**src/rtl/rom_loader.sv**
```systemverilog
`default_nettype none
// +----------------------------------------------------------------------------+
// | Module      : rom_loader                                                   |
// | Description : Cartridge image write engine from the ioctl download stream  |
// |               into SDRAM/DDR3, with cart metadata capture for pce_top.     |
// |               Define ROM_CHECKSUM_EN to add the csum output.               |
// | Revision    : 1.0 - initial release                                        |
// +----------------------------------------------------------------------------+
module rom_loader #(
    parameter int         AW         = 24,
    parameter logic [7:0] CODE_INDEX = 8'hFF
) (
    input  logic          clk_sys,
    input  logic          reset_n,
    input  logic          ioctl_download,
    input  logic [7:0]    ioctl_index,
    input  logic          ioctl_wr,
    input  logic [15:0]   ioctl_dout,
    output logic          ioctl_wait,
    input  logic          swap,
    output logic [AW-1:0] mem_addr,
    output logic [15:0]   mem_din,
    output logic          mem_req,
    input  logic          sd_ack,
    input  logic          dd_ack,
    output logic [7:0]    rom_sz,
    output logic          hdr,
    output logic          sgx,
    output logic          pop,
`ifdef ROM_CHECKSUM_EN
    output logic [15:0]   csum,
`endif
    output logic          busy
);

    typedef enum logic [1:0] {
        S_IDLE   = 2'd0,
        S_ACTIVE = 2'd1,
        S_BUSY   = 2'd2
    } state_t;

    localparam logic [15:0] c_POP_W0 = 16'h4F50;
    localparam logic [15:0] c_POP_W1 = 16'h5550;
    localparam logic [15:0] c_POP_W2 = 16'h4F4C;
    localparam logic [15:0] c_POP_W3 = 16'h5355;

    state_t        r_state, w_state_nx;
    logic          r_cart_dl_q;
    logic          r_wait, w_wait_nx;
    logic          r_req, w_req_nx;
    logic [AW-1:0] r_addr, w_addr_nx;
    logic [15:0]   r_din, w_din_nx;
    logic          r_sgx, w_sgx_nx;
    logic [1:0]    r_populous, w_populous_nx;
`ifdef ROM_CHECKSUM_EN
    logic [15:0]   r_csum, w_csum_nx;
`endif

    logic          w_cart_dl;
    logic          w_commit;
    logic [15:0]   w_rev;
    logic [15:0]   w_wr_data;
    logic [15:0]   w_sig;
    logic          w_sig_valid;
    logic          w_pop_win;

    assign w_cart_dl = ioctl_download && (ioctl_index != CODE_INDEX);
    assign w_commit  = (r_req == sd_ack) && (r_req == dd_ack);

    always_comb begin
        w_rev = '0;
        for (int i = 0; i < 8; i++) begin
            w_rev[i]     = ioctl_dout[7 - i];
            w_rev[8 + i] = ioctl_dout[15 - i];
        end
    end

    assign w_wr_data = swap ? w_rev : ioctl_dout;

    // Populous title string, checked in both the raw and the copier-header image
    always_comb begin
        w_sig       = 16'h0000;
        w_sig_valid = 1'b1;
        case (r_addr[3:0])
            4'h6:    w_sig = c_POP_W0;
            4'h8:    w_sig = c_POP_W1;
            4'hA:    w_sig = c_POP_W2;
            4'hC:    w_sig = c_POP_W3;
            default: w_sig_valid = 1'b0;
        endcase
    end

    assign w_pop_win = (r_addr[23:4] == 20'h1F2) || (r_addr[23:4] == 20'h212);

    always_comb begin
        w_state_nx    = r_state;
        w_wait_nx     = r_wait;
        w_req_nx      = r_req;
        w_addr_nx     = r_addr;
        w_din_nx      = r_din;
        w_sgx_nx      = r_sgx;
        w_populous_nx = r_populous;
`ifdef ROM_CHECKSUM_EN
        w_csum_nx     = r_csum;
`endif
        case (r_state)
            S_IDLE: begin
                if (w_cart_dl && !r_cart_dl_q) begin
                    w_addr_nx     = '0;
                    w_populous_nx = 2'b11;
                    w_sgx_nx      = (ioctl_index[4:0] == 5'd2);
`ifdef ROM_CHECKSUM_EN
                    w_csum_nx     = 16'h0000;
`endif
                    w_state_nx    = S_ACTIVE;
                end
            end
            S_ACTIVE: begin
                if (!w_cart_dl) begin
                    w_state_nx = S_IDLE;
                end else if (ioctl_wr) begin
                    w_din_nx   = w_wr_data;
                    w_req_nx   = ~r_req;
                    w_wait_nx  = 1'b1;
                    w_state_nx = S_BUSY;
                    if (w_pop_win && w_sig_valid && (w_wr_data != w_sig)) begin
                        w_populous_nx[r_addr[13]] = 1'b0;
                    end
                end
            end
            S_BUSY: begin
                // Both controllers must have echoed the toggle before the word retires
                if (w_commit) begin
                    w_wait_nx  = 1'b0;
                    w_addr_nx  = r_addr + AW'(2);
`ifdef ROM_CHECKSUM_EN
                    w_csum_nx  = r_csum + r_din;
`endif
                    w_state_nx = w_cart_dl ? S_ACTIVE : S_IDLE;
                end
            end
            default: w_state_nx = S_IDLE;
        endcase
    end

    always_ff @(posedge clk_sys or negedge reset_n) begin
        if (!reset_n) begin
            r_state     <= S_IDLE;
            r_cart_dl_q <= 1'b0;
            r_wait      <= 1'b0;
            r_req       <= 1'b0;
            r_addr      <= '0;
            r_din       <= 16'h0000;
            r_sgx       <= 1'b0;
            r_populous  <= 2'b11;
`ifdef ROM_CHECKSUM_EN
            r_csum      <= 16'h0000;
`endif
        end else begin
            r_state     <= w_state_nx;
            r_cart_dl_q <= w_cart_dl;
            r_wait      <= w_wait_nx;
            r_req       <= w_req_nx;
            r_addr      <= w_addr_nx;
            r_din       <= w_din_nx;
            r_sgx       <= w_sgx_nx;
            r_populous  <= w_populous_nx;
`ifdef ROM_CHECKSUM_EN
            r_csum      <= w_csum_nx;
`endif
        end
    end

    assign ioctl_wait = r_wait;
    assign mem_addr   = r_addr;
    assign mem_din    = r_din;
    assign mem_req    = r_req;
    assign sgx        = r_sgx;
    assign hdr        = r_addr[9];
    assign rom_sz     = r_addr[23:16];
    assign pop        = r_populous[r_addr[9]];
    assign busy       = (r_state != S_IDLE) || r_wait;
`ifdef ROM_CHECKSUM_EN
    assign csum       = r_csum;
`endif

endmodule
`default_nettype wire

```
**config.mk**
```make
export PLATFORM = sky130hd
export DESIGN_NAME = rom_loader
export DESIGN_NICKNAME = d
export VERILOG_FILES = /design/src/rtl/rom_loader.sv
export SDC_FILE = /design/constraint.sdc
export NUM_CORES = 1
export LEC_CHECK = 0
export ABC_AREA = 1
export BUFFER_PORTS_ARGS = -buffer_cell sky130_fd_sc_hd__buf_2
export CAP_MARGIN = 15
export CELL_PAD_IN_SITES_DETAIL_PLACEMENT = 2
export CELL_PAD_IN_SITES_GLOBAL_PLACEMENT = 2
export CORE_MARGIN = 10
export CORE_UTILIZATION = 26
export DETAILED_ROUTE_END_ITERATION = 10
export GPL_TIMING_DRIVEN = 0
export PLACE_DENSITY_LB_ADDON = 0.1
export SETUP_SLACK_MARGIN = 0.5
export SKIP_CTS_REPAIR_TIMING = 1
export SLEW_MARGIN = 10
export SYNTH_ARGS = -nofsm -noshare
export SYNTH_HDL_FRONTEND = slang
export SYNTH_SLANG_ARGS = --single-unit
```
**constraint.sdc**
```tcl
create_clock -name clk_sys -period 1.5 [get_ports clk_sys]
set_input_delay 0.225 -clock clk_sys [delete_from_list [all_inputs] [get_ports clk_sys]]
set_output_delay 0.225 -clock clk_sys [all_outputs]
set_load 0.03 [all_outputs]
```
==> results of run 1 <==
## cell usage after synthesis (5+ instances only)
library cell,n
nand2_1,147
inv_1,48
dfrtp_1,45
nor2_1,29
o21ai_0,26
nand3_1,24
nand4_1,23
o21ai_1,18
nor3_1,17
buf_4,12
nand2_2,11
xor2_1,6
a21oi_1,5
inv_2,5
## layer usage
layer,up-vias,part of all wire [%],global-route usage [%]
met5,-,0,0
met4,0,2.3,4.905
met3,22,4.7,3.989
met2,86,54,27.95
met1,1881,39,17.06
li1,1775,-,-
## per-stage QoR
stage	setup slack [ns]	hold WS (ns)
CTS	-0.3434	-0.1375
global placement	-0.2418	0.4262
global route	-0.4412	-0.1233
detailed placement	-0.3017	0.1918
finish	-0.3388	-0.1375
floorplan	-0.007010	-0.07059
## cells by family (layout without fill, tap and decap cells)
kind of cell | after synthesis | in the layout | synth area share (%)
compound gates | 56 | 56 | 9.194
xor+xnor | 7 | 7 | 1.917
fa+ha+maj | 1 | 1 | 0.3912
buf+inv | 78 | 222 | 12.17
flops | 47 | 47 | 36.85
other cells | 1 | 1 | 0.1173
simple gates | 271 | 272 | 39.36
## critical path, stage by stage (launching register included)
cell	delay (ns)
dfrtp_2	0.50
buf_12	0.16
nand2_8	0.05
nor2_1	0.06
nand2_1	0.07
nand2_1	0.04
nor2_1	0.12
nand2_1	0.08
nor3_2	0.20
nand2_1	0.10
nand2_2	0.10
nand2_4	0.07
nand2_2	0.07
nand2_1	0.07
nand2_1	0.08
## flip-flops by register name (all words and copies together) (netlist names)
| name | cells |
|---|---|
| r_state | 2 |
| sgx | 1 |
| mem_din | 16 |
| r_populous | 2 |
| mem_addr | 23 |
| ioctl_wait | 1 |
| mem_req | 1 |
| r_cart_dl_q | 1 |
## power groups by stage
stage / combinational (mW) / clock, mW / sequential, mW
after floorplan: 1.25 / 0 / 2.39
after global placement: 2.51 / 0 / 1.92
after detailed placement: 2.59 / 0 / 1.93
after CTS: 2.60 / 1.42 / 1.91
after global routing: 4.18 / 1.48 / 2.03
final: 3.88 / 1.38 / 1.98
## worst paths after layout
check,end,slack [ns],cells past startpoint
max reg2reg,r_populous[0]$_DFFE_PN1P_,-0.34,14
max,r_populous[0]$_DFFE_PN1P_,-0.34,14
min,mem_addr[22]$_DFFE_PN0P_,-0.14,1
min in group clk_sys,sgx$_DFFE_PN0P_,0.13,2
min reg2reg,r_populous[1]$_DFFE_PN1P_,0.50,2
max in group asynchronous,r_state[0]$_DFFE_PN0P_,1.07,2
## area by class of cell
class | count | area [sq um]
multi-input cells | 337 | 2033
clock inverters | 2 | 35.03
clock buffers | 6 | 138.9
flip-flops and latches | 47 | 1209
well taps | 147 | 183.9
inverters | 55 | 234.0
fillers | 1355 | 6681
repair buffers | 136 | 1196
plain buffers | 23 | 300.3
## placed cells by master, fill, tap and decap left out, types with 2 or more instances in the layout
cell type and count:
nand4_1 23, dfrtp_1 21, a31oi_1 2, nor2_4 8
dfstp_2 2, a21oi_2 3, o21ai_0 13, buf_6 67
clkbuf_8 2, inv_1 37, nor2_2 8, o21ai_2 3
nor3_4 5, buf_12 10, clkbuf_16 5, nand2_1 122
xor2_1 6, a21oi_1 2, nand3_4 3, nor3_1 7
nand3_1 20, o21ai_1 27, nand2_8 3, inv_4 3
buf_2 34, nand3b_1 4, nor2_1 17, nor3_2 6
dfrtp_2 24, nand2_2 25, buf_4 41, clkbuf_4 4
inv_2 10, nand2_4 10, nand3_2 5, inv_6 3
==> flow_metrics.py, run 1 <==
metrics = {
    "clocking": {
        "cts_tree": "built",
        "cts_sinks": 47,
        "clk_pin_slew_ns": 0.07,
        "ctsRootBufferMaster": "clkbuf_16",
        "ctsHtreeMaxLevel": 2,
        "insertion_delay_ns": 0.30,
        "clock_path_buffers": 2,
        "cts_buffers": 5,
    },
    "setup_path": {
        "worstSetupStartpoint": "mem_addr[2]$_DFFE_PN0P_",
        "arrival_ns": 2.08,
        "end_kind": "flop",
        "start_kind": "flop",
        "path_class": "flop to flop",
        "cp_max_fo": 7,
        "r2r_start": "mem_addr[2]$_DFFE_PN0P_",
        "required_ns": 1.75,
    },
    "finish": {
        "nNetsFinal": 637,
        "num_antenna_cells": 0,
        "postLayoutCoreUtil_pct": 44.38,
        "area_delta_synth_final_pct": 66.67,
        "drive_above_1_share_pct": 48.68,
        "stdcell_area_sq_um": 5330,
        "instances_no_fill": 753,
    },
    "timing": {
        "finalCriticalPeriod_ns": 1.839,
        "drv_slew": 0,
        "whs_ns": -0.1375,
        "hold_viol_final": 13,
        "rsz0062_at_grt": "true",
        "final.setup.worst_slack_ns": -0.3388,
        "fin_crit_sh_pct": 122.6,
        "finalSetupViolCount": 18,
        "setup_tns_ns": -2.558,
        "skew_ns": 0.003899,
        "fmax_ghz": 0.5438,
    },
    "placed_design": {
        "place_congestion": 0.8007,
        "placed_area_sq_um": 4040,
        "placed_cells": 691,
        "place.port_buffers": 82,
        "hpwl_microns": 10240,
    },
    "floorplan": {
        "die_w_microns": 130.9,
        "start_util_pct": 26.62,
        "die_area_sq_um": 17140,
        "io_pins": 85,
        "die-height_microns": 130.9,
        "design.core.area_sq_um": 12010,
        "rows": 40,
    },
    "global_route": {
        "antenna_found_initial": 0,
        "grt.overflow.total": 0,
        "grtUsageTotal_pct": 15.38,
        "grt_pass1_wl_microns": 20520,
        "grt_pass1_vias": 3829,
        "grt_max_degree": 33,
    },
    "yosys": {
        "yosys_register_bits": 47,
        "syn_avg_cell_area_sq_um": 6.937,
        "synth_area_leaders": "dfrtp_1 (35%), nand2_1 (17%), inv_1 (5.6%)",
        "yosysUniqueCellTypes": 42,
        "synthArstFlopShare_pct": 100.0,
        "synth_cells": 461,
        "yosysWarnings": 0,
        "synth_largest_area_cell": "dfrtp_1",
        "ys.flop_type": "dfrtp_1",
        "syn_nets": 493,
        "synth_edf_count": 0,
        "synth_top_area_share_pct": 35.21,
        "syn_area_sq_um": 3198,
        "seq_area_frac_synth_pct": 36.85,
    },
    "worst_hold_path": {
        "hold_path_class": "input port to asynchronous set/reset pin",
    },
    "job": {
        "cap_violations": 0,
    },
    "power": {
        "internal_power_mw": 4.148,
        "power.share.sequential_pct": 27.4,
        "power_mw": 7.249,
        "ir_worst_vdd_mv": 0.8026,
        "cellLeakagePower_nw": 2.636,
        "power_frac_comb_pct": 53.6,
        "swShare_pct": 42.77,
        "p_clk_share_pct": 19.0,
        "power.switching_mw": 3.100,
        "power_density_nw_per_um2": 1360,
    },
    "route": {
        "vias": 3764,
        "drt_wl_total_microns": 14860,
        "avgRoutedWirePerCell_microns": 19.73,
        "first_iter_violations": 139,
        "postRouteAntennaNets": 0,
        "drc": 0,
        "drt-pass1-iter-count": 4,
        "vias_per_cell": 4.999,
    },
    "run_status": {
        "status": "finished, violations left",
        "violations": "hold timing, setup timing",
    },
}
Note: power is estimated with default switching activity, not from simulation.
==> run 2, diff against run 1 <==
--- a/config.mk
+++ b/config.mk
@@ -5,13 +5,12 @@
 export SDC_FILE = /design/constraint.sdc
 export NUM_CORES = 1
 export LEC_CHECK = 0
-export ABC_AREA = 1
 export BUFFER_PORTS_ARGS = -buffer_cell sky130_fd_sc_hd__buf_2
 export CAP_MARGIN = 15
 export CELL_PAD_IN_SITES_DETAIL_PLACEMENT = 2
 export CELL_PAD_IN_SITES_GLOBAL_PLACEMENT = 2
 export CORE_MARGIN = 10
-export CORE_UTILIZATION = 26
+export CORE_UTILIZATION = 27
 export DETAILED_ROUTE_END_ITERATION = 10
 export GPL_TIMING_DRIVEN = 0
 export PLACE_DENSITY_LB_ADDON = 0.1
==> run 2 against run 1 <==
Against the previous run:
- the flow still finishes with violations (hold timing, setup timing)
- clock skew is 0.0022 ns higher
- combinational power is 34% lower
- via count is 24% lower
- critical path type unchanged
- largest cell class unchanged
==> flow_metrics.py, run 2 <==
metrics = {
    "setup_path": {
        "cp_max_fo": 5,
        "crit_buf_inv": 2,
        "timing.critical_path.slowest_stage_cell": "dfrtp_2",
        "path_class": "flop to flop",
        "end_kind": "flop",
        "r2r_start": "mem_req$_DFFE_PN0P_",
        "worstSetupStartpoint": "mem_req$_DFFE_PN0P_",
        "start_kind": "flop",
        "required_ns": 1.74,
        "arrival_ns": 2.18,
        "worst_path_dominant_cell_family": "simple AND/OR/NAND/NOR gates",
        "max_stage_delay_ns": 0.44,
        "crit_path_cell_trace": "or3_4, a21oi_4, buf_12, buf_4, nand2_4, or3_1, a21oi_1",
    },
    "yosys": {
        "synth_commonest_cells": "nor2_1 (50), dfrtp_1 (45), a21oi_1 (25)",
        "synth_top_area_share_pct": 41.11,
        "synth_edf_count": 0,
        "synth_most_common_cell": "nor2_1",
        "syn_avg_cell_area_sq_um": 8.892,
        "yosys_register_bits": 47,
        "ys.flop_type": "dfrtp_1",
        "yosysUniqueCellTypes": 50,
        "yosysWarnings": 0,
        "synth_largest_area_cell": "dfrtp_1",
        "syn_nets": 340,
        "synth_area_leaders": "dfrtp_1 (41%), nor2_1 (6.9%), mux2i_1 (5.1%)",
        "seq_area_frac_synth_pct": 43.03,
        "syn_area_sq_um": 2739,
        "synthArstFlopShare_pct": 100.0,
        "synth_cells": 308,
    },
    "run_status": {
        "status": "finished, violations left",
        "violations": "hold timing, setup timing",
    },
    "floorplan": {
        "die-height_microns": 120.7,
        "design.core.area_sq_um": 9819,
        "io_pins": 85,
        "die_w_microns": 120.7,
        "die_area_sq_um": 14570,
        "rows": 36,
        "start_util_pct": 27.89,
    },
    "global_route": {
        "grt.overflow.total": 0,
        "antenna_found_initial": 0,
        "grtUsageTotal_pct": 13.82,
        "grt_max_degree": 48,
        "grt_pass1_vias": 2971,
        "grt_pass1_wl_microns": 16440,
    },
    "route": {
        "drt_wl_total_microns": 11550,
        "postRouteAntennaNets": 0,
        "drc": 0,
        "vias": 2861,
        "avgRoutedWirePerCell_microns": 19.98,
        "vias_per_cell": 4.950,
        "first_iter_violations": 91,
        "drt-pass1-iter-count": 4,
    },
    "worst_hold_path": {
        "hold_path_class": "input port to asynchronous set/reset pin",
    },
    "timing": {
        "setup_tns_ns": -7.741,
        "finalCriticalPeriod_ns": 1.934,
        "fmax_ghz": 0.5170,
        "rsz0062_at_grt": "true",
        "hold_viol_final": 45,
        "fin_crit_sh_pct": 129.0,
        "final.setup.worst_slack_ns": -0.4343,
        "whs_ns": -0.08460,
        "skew_ns": 0.006066,
        "finalSetupViolCount": 28,
        "drv_slew": 0,
        "worst_pin_slew_ns": 0.7055,
        "timing.slew.headroom_pct": 51.62,
    },
    "clocking": {
        "insertion_delay_ns": 0.32,
        "cts_buffers": 5,
        "clock_path_buffers": 2,
        "cts_sinks": 47,
        "ctsHtreeMaxLevel": 2,
        "clk_pin_slew_ns": 0.10,
        "ctsRootBufferMaster": "clkbuf_8",
        "cts_tree": "built",
    },
    "finish": {
        "seqCellArea_sq_um": 1205,
        "fillers": 1062,
        "num_antenna_cells": 0,
        "nNetsFinal": 476,
        "largest_register_ff_count": 23,
        "drive_above_1_share_pct": 57.08,
        "final_cell_mix": "buf_6 (59), buf_2 (40), buf_4 (38), nor2_1 (35), dfrtp_1 (24)",
        "mostFrequentLayoutCell": "buf_6",
        "multi_input_area_sq_um": 1774,
        "area_delta_synth_final_pct": 69.80,
    },
    "job": {
        "cap_violations": 0,
    },
    "placed_design": {
        "place_congestion": 0.7904,
        "hpwl_microns": 7600,
        "place.port_buffers": 82,
    },
    "power": {
        "cellLeakagePower_nw": 2.069,
        "ir_worst_vdd_mv": 0.5648,
        "power_density_nw_per_um2": 1113,
    },
}
==> run 2: kinds of logic after synthesis <==
| logic type | after synthesis | synth area share [%] |
|---|---|---|
| simple gates | 139 | 25.40 |
| flops | 47 | 43.03 |
| other cells | 1 | 0.1369 |
| fa+ha+maj | 1 | 0.4568 |
| buf+inv | 29 | 5.619 |
| xor+xnor | 22 | 7.035 |
| compound gates | 49 | 10.74 |
| mux | 20 | 7.583 |
==> run 2: area by class of cell <==
| cell class | instances | share of cell area (%) |
|---|---|---|
| multi-input cells | 232 | 38.15 |
| inverters | 6 | 0.5650 |
| clock buffers | 6 | 1.560 |
| well taps | 133 | 3.578 |
| clock inverters | 2 | 0.2690 |
| plain buffers | 23 | 5.085 |
| repair buffers | 129 | 24.89 |
| flip-flops and latches | 47 | 25.91 |
==> run 2: where the power goes <==
group | leakage, nW | total (mW) | internal, mW | switching [mW]
logic | 1.47 | 2.56 | 1.23 | 1.33
clock network | 0.0412 | 0.823 | 0.328 | 0.495
registers | 0.562 | 1.79 | 1.53 | 0.256
==> run 2: metrics by stage <==
stage / cell area [sq um] / total power, mW / util, % / instances / setup WS, ns
2_1_floorplan: 2939 / 2.823 / - / 308 / -0.2899
3_3_place_gp: 3516 / 3.327 / 35.81 / 523 / -0.5286
3_5_place_dp: 3516 / 3.369 / 35.81 / 523 / -0.5751
4_1_cts: 3601 / 4.190 / 36.67 / 531 / -0.5982
5_1_grt: 4651 / 5.475 / 47.36 / 578 / -0.5051
6_report: 4651 / 5.177 / 47.36 / 578 / -0.4343
==> run 2: path summary, 6_finish.rpt <==
check                           cells past startpoint                  endpoint  slack (ns)
worst min register to register                      1       mem_req$_DFFE_PN0P_        0.52
worst min-delay path                                1       mem_req$_DFFE_PN0P_       -0.08
worst max register to register                      7  mem_addr[10]$_DFFE_PN0P_       -0.43
min in group clk_sys                                3           sgx$_DFFE_PN0P_        0.16
max in group asynchronous                           1   mem_addr[5]$_DFFE_PN0P_        1.08
worst max-delay path                                7  mem_addr[10]$_DFFE_PN0P_       -0.43
==> run 2: metal layers <==
layer	vias up	share of wire (%)	wire [microns]	track usage (%)
met2	60	54	6253	24.56
met5	-	0	0	0
met4	0	0.66	76	2.715
met1	1459	40	4635	15.98
li1	1337	-	-	-
met3	5	5.0	582	4.281
